$ cat config.mk
export PLATFORM = sky130hd
export DESIGN_NAME = sfp_drain
export DESIGN_NICKNAME = d
export VERILOG_FILES = /design/src/rtl/sfp_drain.sv
export SDC_FILE = /design/constraint.sdc
export NUM_CORES = 1
export LEC_CHECK = 0
export CAP_MARGIN = 20
export CORE_UTILIZATION = 58
export CTS_CLUSTER_SIZE = 10
export DETAILED_ROUTE_END_ITERATION = 7
export GPL_ROUTABILITY_DRIVEN = 0
export PLACE_DENSITY = 0.86
export SLEW_MARGIN = 10
export SYNTH_ARGS = -nofsm -noshare
export SYNTH_HDL_FRONTEND = slang
export SYNTH_SLANG_ARGS = --single-unit
$ cat constraint.sdc
create_clock -name clk -period 6.1 [get_ports clk]
set_clock_uncertainty 0.1 [all_clocks]
set_input_delay 1.22 -clock clk [delete_from_list [all_inputs] [get_ports clk]]
set_output_delay 1.22 -clock clk [all_outputs]
set_load 0.01 [all_outputs]
$ cat src/rtl/sfp_drain.sv
// Buffers DEPTH captured col-wide SFP result vectors and streams each one out
// LANES words per beat on a valid/ready interface, flagging dropped strobes.
module sfp_drain #(
  parameter int psum_bw = 16,
  parameter int col     = 8,
  parameter int LANES   = 2,
  parameter int DEPTH   = 4
) (
  input  logic                           clk,
  input  logic                           reset,
  input  logic                           in_valid,
  input  logic [psum_bw*col-1:0]         in_data,
  output logic                           out_valid,
  input  logic                           out_ready,
  output logic [psum_bw*LANES-1:0]       out_data,
  output logic                           out_last,
  output logic                           full,
  output logic                           empty,
  output logic [$clog2(DEPTH):0]         count,
  output logic                           overflow,
  input  logic                           clr_ovf
);

  localparam int BEATS = col / LANES;
  localparam int AW    = $clog2(DEPTH);
  localparam int CW    = AW + 1;
  localparam int BW    = (BEATS > 1) ? $clog2(BEATS) : 1;

  typedef enum logic {EMPTY, STREAM} state_t;

  logic [psum_bw*col-1:0] mem [DEPTH];
  logic [AW-1:0]          wr_ptr_reg, rd_ptr_reg;
  logic [CW-1:0]          count_reg, count_next;
  logic [BW-1:0]          beat_reg;
  logic                   ovf_reg;
  state_t                 state_reg;

  logic                   beat_fire, pop_last, push, drop;
  logic [psum_bw*col-1:0] head;

  assign out_valid = (state_reg == STREAM);
  assign out_last  = out_valid && (beat_reg == BW'(BEATS - 1));
  assign full      = (count_reg == CW'(DEPTH));
  assign empty     = (count_reg == '0);
  assign count     = count_reg;
  assign overflow  = ovf_reg;

  assign beat_fire = out_valid && out_ready;
  assign pop_last  = beat_fire && out_last;
  // A strobe landing on the head's final beat may reuse the slot being freed.
  assign push      = in_valid && (!full || pop_last);
  assign drop      = in_valid && full && !pop_last;

  always_comb begin
    count_next = count_reg;
    case ({push, pop_last})
      2'b10:   count_next = count_reg + CW'(1);
      2'b01:   count_next = count_reg - CW'(1);
      default: count_next = count_reg;
    endcase
  end

  assign head = mem[rd_ptr_reg];

  generate
    for (genvar gi = 0; gi < LANES; gi++) begin : g_lane
      assign out_data[gi*psum_bw +: psum_bw] =
        out_valid ? head[(int'(beat_reg) * LANES + gi) * psum_bw +: psum_bw] : '0;
    end
  endgenerate

  // Storage carries no reset so it can map onto plain memory.
  always_ff @(posedge clk) begin
    if (push)
      mem[wr_ptr_reg] <= in_data;
  end

  always_ff @(posedge clk) begin
    if (!reset) begin
      wr_ptr_reg <= '0;
      rd_ptr_reg <= '0;
      count_reg  <= '0;
      beat_reg   <= '0;
      ovf_reg    <= 1'b0;
      state_reg  <= EMPTY;
    end else begin
      if (push)
        wr_ptr_reg <= wr_ptr_reg + AW'(1);
      if (pop_last) begin
        rd_ptr_reg <= rd_ptr_reg + AW'(1);
        beat_reg   <= '0;
      end else if (beat_fire) begin
        beat_reg   <= beat_reg + BW'(1);
      end
      count_reg <= count_next;
      state_reg <= (count_next != '0) ? STREAM : EMPTY;
      if (drop)
        ovf_reg <= 1'b1;
      else if (clr_ovf)
        ovf_reg <= 1'b0;
    end
  end

endmodule
After elaboration in Yosys (flattened, before gate mapping) --
Memory sizes are Yosys's and may differ from the RTL's. A register that Yosys moved wholly into a read port is not among the register bits. Index checks and enable logic that the tools add are counted.
Storage, ports and cells: latch bits 0, memories kept 1, register bits 11, memory bits (read-only) 0, word-level logic and storage cells 43, memory bits (writable) 512
Memories:
- mem | depth 4, width 128, read ports 1, clocked after memory_dff 1, write ports 1, line 31 | logic [psum_bw*col-1:0] mem [DEPTH];
Operators by class: $lt $le $gt $ge 0, multiplexer cells 10, eq/ne operators 4, reduce and logical (&&, ||, !) cells 13, div/mod/pow operators 0, add/subtract/negate cells 6, shift operators 2, bitwise logic cells 1, $mul 0
Operator list (count):
- variable part select 128 x 8 -> 16 bit | 1
- variable part select 128 x 9 -> 16 bit | 1
- two-way mux 16 bit | 2
- adder 2 x 1 -> 2 bit (second input constant) | 3
- logical AND 1 bit | 6
- case mux 3 bit (2 select lines) | 1
- two-way mux 1 bit | 5
- adder 3 x 1 -> 4 bit (second input constant) | 1
- == test 2 bit (second input constant) | 2
- two-way mux 2 bit | 2
- adder 3 x 1 -> 3 bit (second input constant) | 1
- == test 3 bit (second input constant) | 1
- logical NOT 3 bit | 1
- nonzero test 3 bit | 1
- subtractor 3 x 1 -> 3 bit (second input constant) | 1
- == test 2 x 1 -> 1 bit (second input constant) | 1
- logical NOT 1 bit | 2
- nonzero test 2 bit | 1
- OR reduction 2 bit | 1
- logical OR 1 bit | 1
- NOT 1 bit | 1

Longest topological paths before layout --
depth after elaboration 9, depth in mapped cells 11, mapped depth without buffers 11

Worst setup path before layout --
No wires, ideal clock.
kind input port to flip-flop, start point in out_ready, end point mem mem[0][0] (netlist name) (enable), stages on the path 3, data required time 5.498 ns, arrival time 4.632 ns, path buffers 0, path slack 0.865 ns, path through nand3_1 a21boi_2 and2_1
Between the ends: word-level cells in the longest chain between the ends 6
RTL lines:
- start: declaration | line 14 | input logic out_ready,
- logical AND 1 bit | line 48 | assign beat_fire = out_valid && out_ready;
- logical AND 1 bit | line 49 | assign pop_last = beat_fire && out_last;
- logical OR 1 bit | line 51 | assign push = in_valid && (!full || pop_last);
- logical AND 1 bit | line 51
- two-way mux 1 bit | line 74 | if (push)
- two-way mux 1 bit (implied by the code) | line 75 | mem[wr_ptr_reg] <= in_data;
- end: declaration | line 31
Every way passes these cells.

==> results by group <==
Logic synthesis
  • Synthesis Warnings: 0
  • Gate Count Post-Synth: between 1000 and 1500
  • Cell with the most instances after synthesis: edfxtp_1
  • Top cell type's share of synthesized area: between 70% and 80%
  • XOR/XNOR share of the synthesized area: less than 1%
  • Mapped Area: 20500 um2
  • Area leader, netlist: edfxtp_1
  • EDFF count, synth: slightly above 500
  • Syn_area_per_cell: 18.5 um2
  • Most area-consuming cells after synthesis: edfxtp_1 (75%), mux2i_1 (12%), a22oi_1 (3.9%)
  • Post-synthesis compound-gate area fraction: 5.85%
  • Synth top cells by count: edfxtp_1 (512), mux2i_1 (236), a22oi_1 (106), nand2_1 (57), clkbuf_1 (26)
  • Adder and majority cell fraction of the synthesized area: 0.465%
  • Count of cell types in the netlist: 35
  • Mux contribution to synthesized area: 12.8%
  • Mapped Nets: approximately 1200
  • Simple-Gate Fraction of Synth Area: under 10%
  • Largest family of logic cells by synthesized area: multiplexers
  • Post-synth top flop: edfxtp_1
  • Seq/Total Area, Yosys: around 76%
  • Asr flop ratio synth: 0%
  • Number of synthesized register bits: roughly 530

Floorplanning
  • Io pins: 173
  • Initial core utilization: 59.1%
  • Chip height: 190 um
  • Row count: 68
  • Chip width: 190 um
  • Die ar.: 36000 um2
  • Core area: 34600 um2

Power and ir drop
  • Pwr dens: 324 nW/um2
  • Psw: 1.63 mW
  • Sequential share of power: 53.5%
  • Logic pwr share: roughly 7.9%
  • Clock Power Share: 38.6%
  • Leak pwr: ~7.5 nW
  • Switching Share: roughly a fifth
  • P_int: 6.20 mW
  • Peak supply drop: around 0.22 mV

Placed design
  • Placed standard-cell area: 22600 um2
  • Placed Cells: 1695
  • Buffers on Ports: between 150 and 200
  • Post-DP HPWL: roughly 26000 um

Global route
  • Global route overflow: 0
  • Vias in the first global route: 10900
  • First-pass GRT wire length: about 65000 um
  • Largest net degree at the start of global routing: between 70 and 80
  • Global Route Usage Sum: 24.5%
  • Initial antenna violation count: 7

Critical path
  • Critical path arrival: 3.40 ns
  • Worst EP required: 4.78 ns
  • Crit path launch type: flip-flop
  • CP endpoint kind: primary output
  • Worst Setup Path Type: reg2out
  • Worst-path maximum fanout: 41

Clocking
  • Clock buffer depth: 3
  • Clock Sinks: 525
  • Clock root cell: clkbuf_16
  • CTS tree: done
  • Hold buffers post-CTS: 0
  • Clk slew on worst S/H paths: 0.05 ns
  • Clock insertion delay at the later pin of the skew report: 0.56 ns
  • CTS Buf Count: 58
  • Post-CTS resize count: 0
  • H-tree depth: 2
  • Post-CTS setup buffer count: 0

STA
  • Fmax: 0.212 GHz
  • Hold Vio Cnt, Final: 0
  • Final Cycle Share: 77.3%
  • Slew @ Worst Pin: between 1 and 1.5 ns
  • Relative max-transition margin: 29.4%
  • Slew Viols, Final: 0
  • Setup TNS: 0 ns
  • RSZ-0062 raised after global routing: no
  • Final min period: around 4.7 ns
  • Fin Hold WS: around 0.46 ns
  • Count of final setup violators: 0

Cells and area
  • Final Cell Area: between 20000 and 25000 um2
  • Seq. cell area: 15600 um2
  • Multi-input logic area: 4360 um2
  • Final nets: around 1400
  • Fill cells: 2002
  • Non-filler cells, final: 1776
  • Share of layout cells above drive strength 1: 8.60%
  • Max FFs per register: 512
  • Synth-to-layout area growth: 18.3%
  • Final Core Density: 69.9%

Drt
  • Vias per cell: 6.18
  • DR pass1 iterations: 5
  • DRC viols: 0
  • Antenna-violating nets left: 0
  • Post-Route WL: about 44000 um
  • Vias post-DR: 11000
  • Routed WL per cell: 25.0 um
  • Initial DRC count: 1318

Outcome
  • Status: completed

Worst hold path
  • Min-delay worst type: reg2reg

Run
  • Max Cap Violations: 0
worst paths after layout:
kind                                                  from                    endpoint  slack, ns  cells after the start
worst min register to register  wr_ptr_reg[1]$_SDFFE_PN0P_  wr_ptr_reg[1]$_SDFFE_PN0P_       0.46                      2
worst min-delay path            wr_ptr_reg[1]$_SDFFE_PN0P_  wr_ptr_reg[1]$_SDFFE_PN0P_       0.46                      2
worst max register to register    beat_reg[0]$_SDFFE_PP0P_        mem[1][83]$_DFFE_PP_       2.70                      6
worst max-delay path                             flip-flop                out_data[20]       1.38                      6
power by group through the flow:
stage | logic [mW] | clock network, mW | registers [mW]
2_1_floorplan | 0.272 | 0 | 4.28
3_3_place_gp | 0.593 | 0 | 4.26
3_5_place_dp | 0.607 | 0 | 4.27
4_1_cts | 0.614 | 3.05 | 4.20
5_1_grt | 0.653 | 3.19 | 4.21
6_report | 0.616 | 3.03 | 4.20
metrics by stage:
| step | total power, mW | worst slack, ns |
|---|---|---|
| detailed placement | 4.87 | 1.92 |
| finish | 7.84 | 1.38 |
| CTS | 7.86 | 1.32 |
| global placement | 4.85 | 1.98 |
| global route | 8.05 | 1.22 |
| floorplan | 4.55 | 0.865 |
layer usage:
metal	up-vias	wire length (um)	track usage, %
met1	5460	17900	34.7
met4	2	1700	10.1
met2	606	20900	37.8
li1	4810	-	-
met5	-	13	0
met3	105	3950	4.70
cells by family after synthesis:
group,Yosys count
xor gates and xnor gates,6
muxes,247
DFF,525
adders and majority gates,7
AOI/OAI and AO/OA,165
and+or+nand+nor,84
buffers and inverters,71
critical path: stages (launching register included):
cell and delay, ns:
dfxtp_1 0.39, nor2_4 0.73, buf_4 0.65, a22oi_1 0.15, nand2_1 0.23, o22ai_1 0.14, clkdlybuf4s50_1 0.52
layout by cell type, fill, tap and decap left out, types with 2 or more instances in the layout:
master           synthesis  routed
and2_4                   0       4
ha_1                     6       6
a22oi_1                106     106
and2_1                  13       8
clkbuf_16                0      61
nor3b_1                  2       2
nor2b_4                  0       2
a221oi_1                 7       7
inv_1                    9       9
dfxtp_1                 13      12
nand2_1                 57      57
clkbuf_1                26      11
a221oi_2                 4       4
diode_2                  0       7
xnor2_1                  4       4
clkdlybuf4s50_1          0     172
edfxtp_1               512     512
mux4_2                  11      11
nor2b_1                  6       4
buf_12                   5       5
o22ai_1                 21      21
nor2_1                   2       2
mux2i_1                236     236
o21ai_1                 22      22
buf_4                    1      20
xor2_1                   2       2
cell type report:
class                   instances  area share (%)
inverters                       9           0.139
clock buffers                  72            6.47
well taps                     455            2.35
multi-input cells             509            18.0
flip-flops and latches        525            64.6
repair buffers                198            8.26
diodes                          7          0.0723
clock inverters                 1           0.124
(Power assumes the default switching activity.)
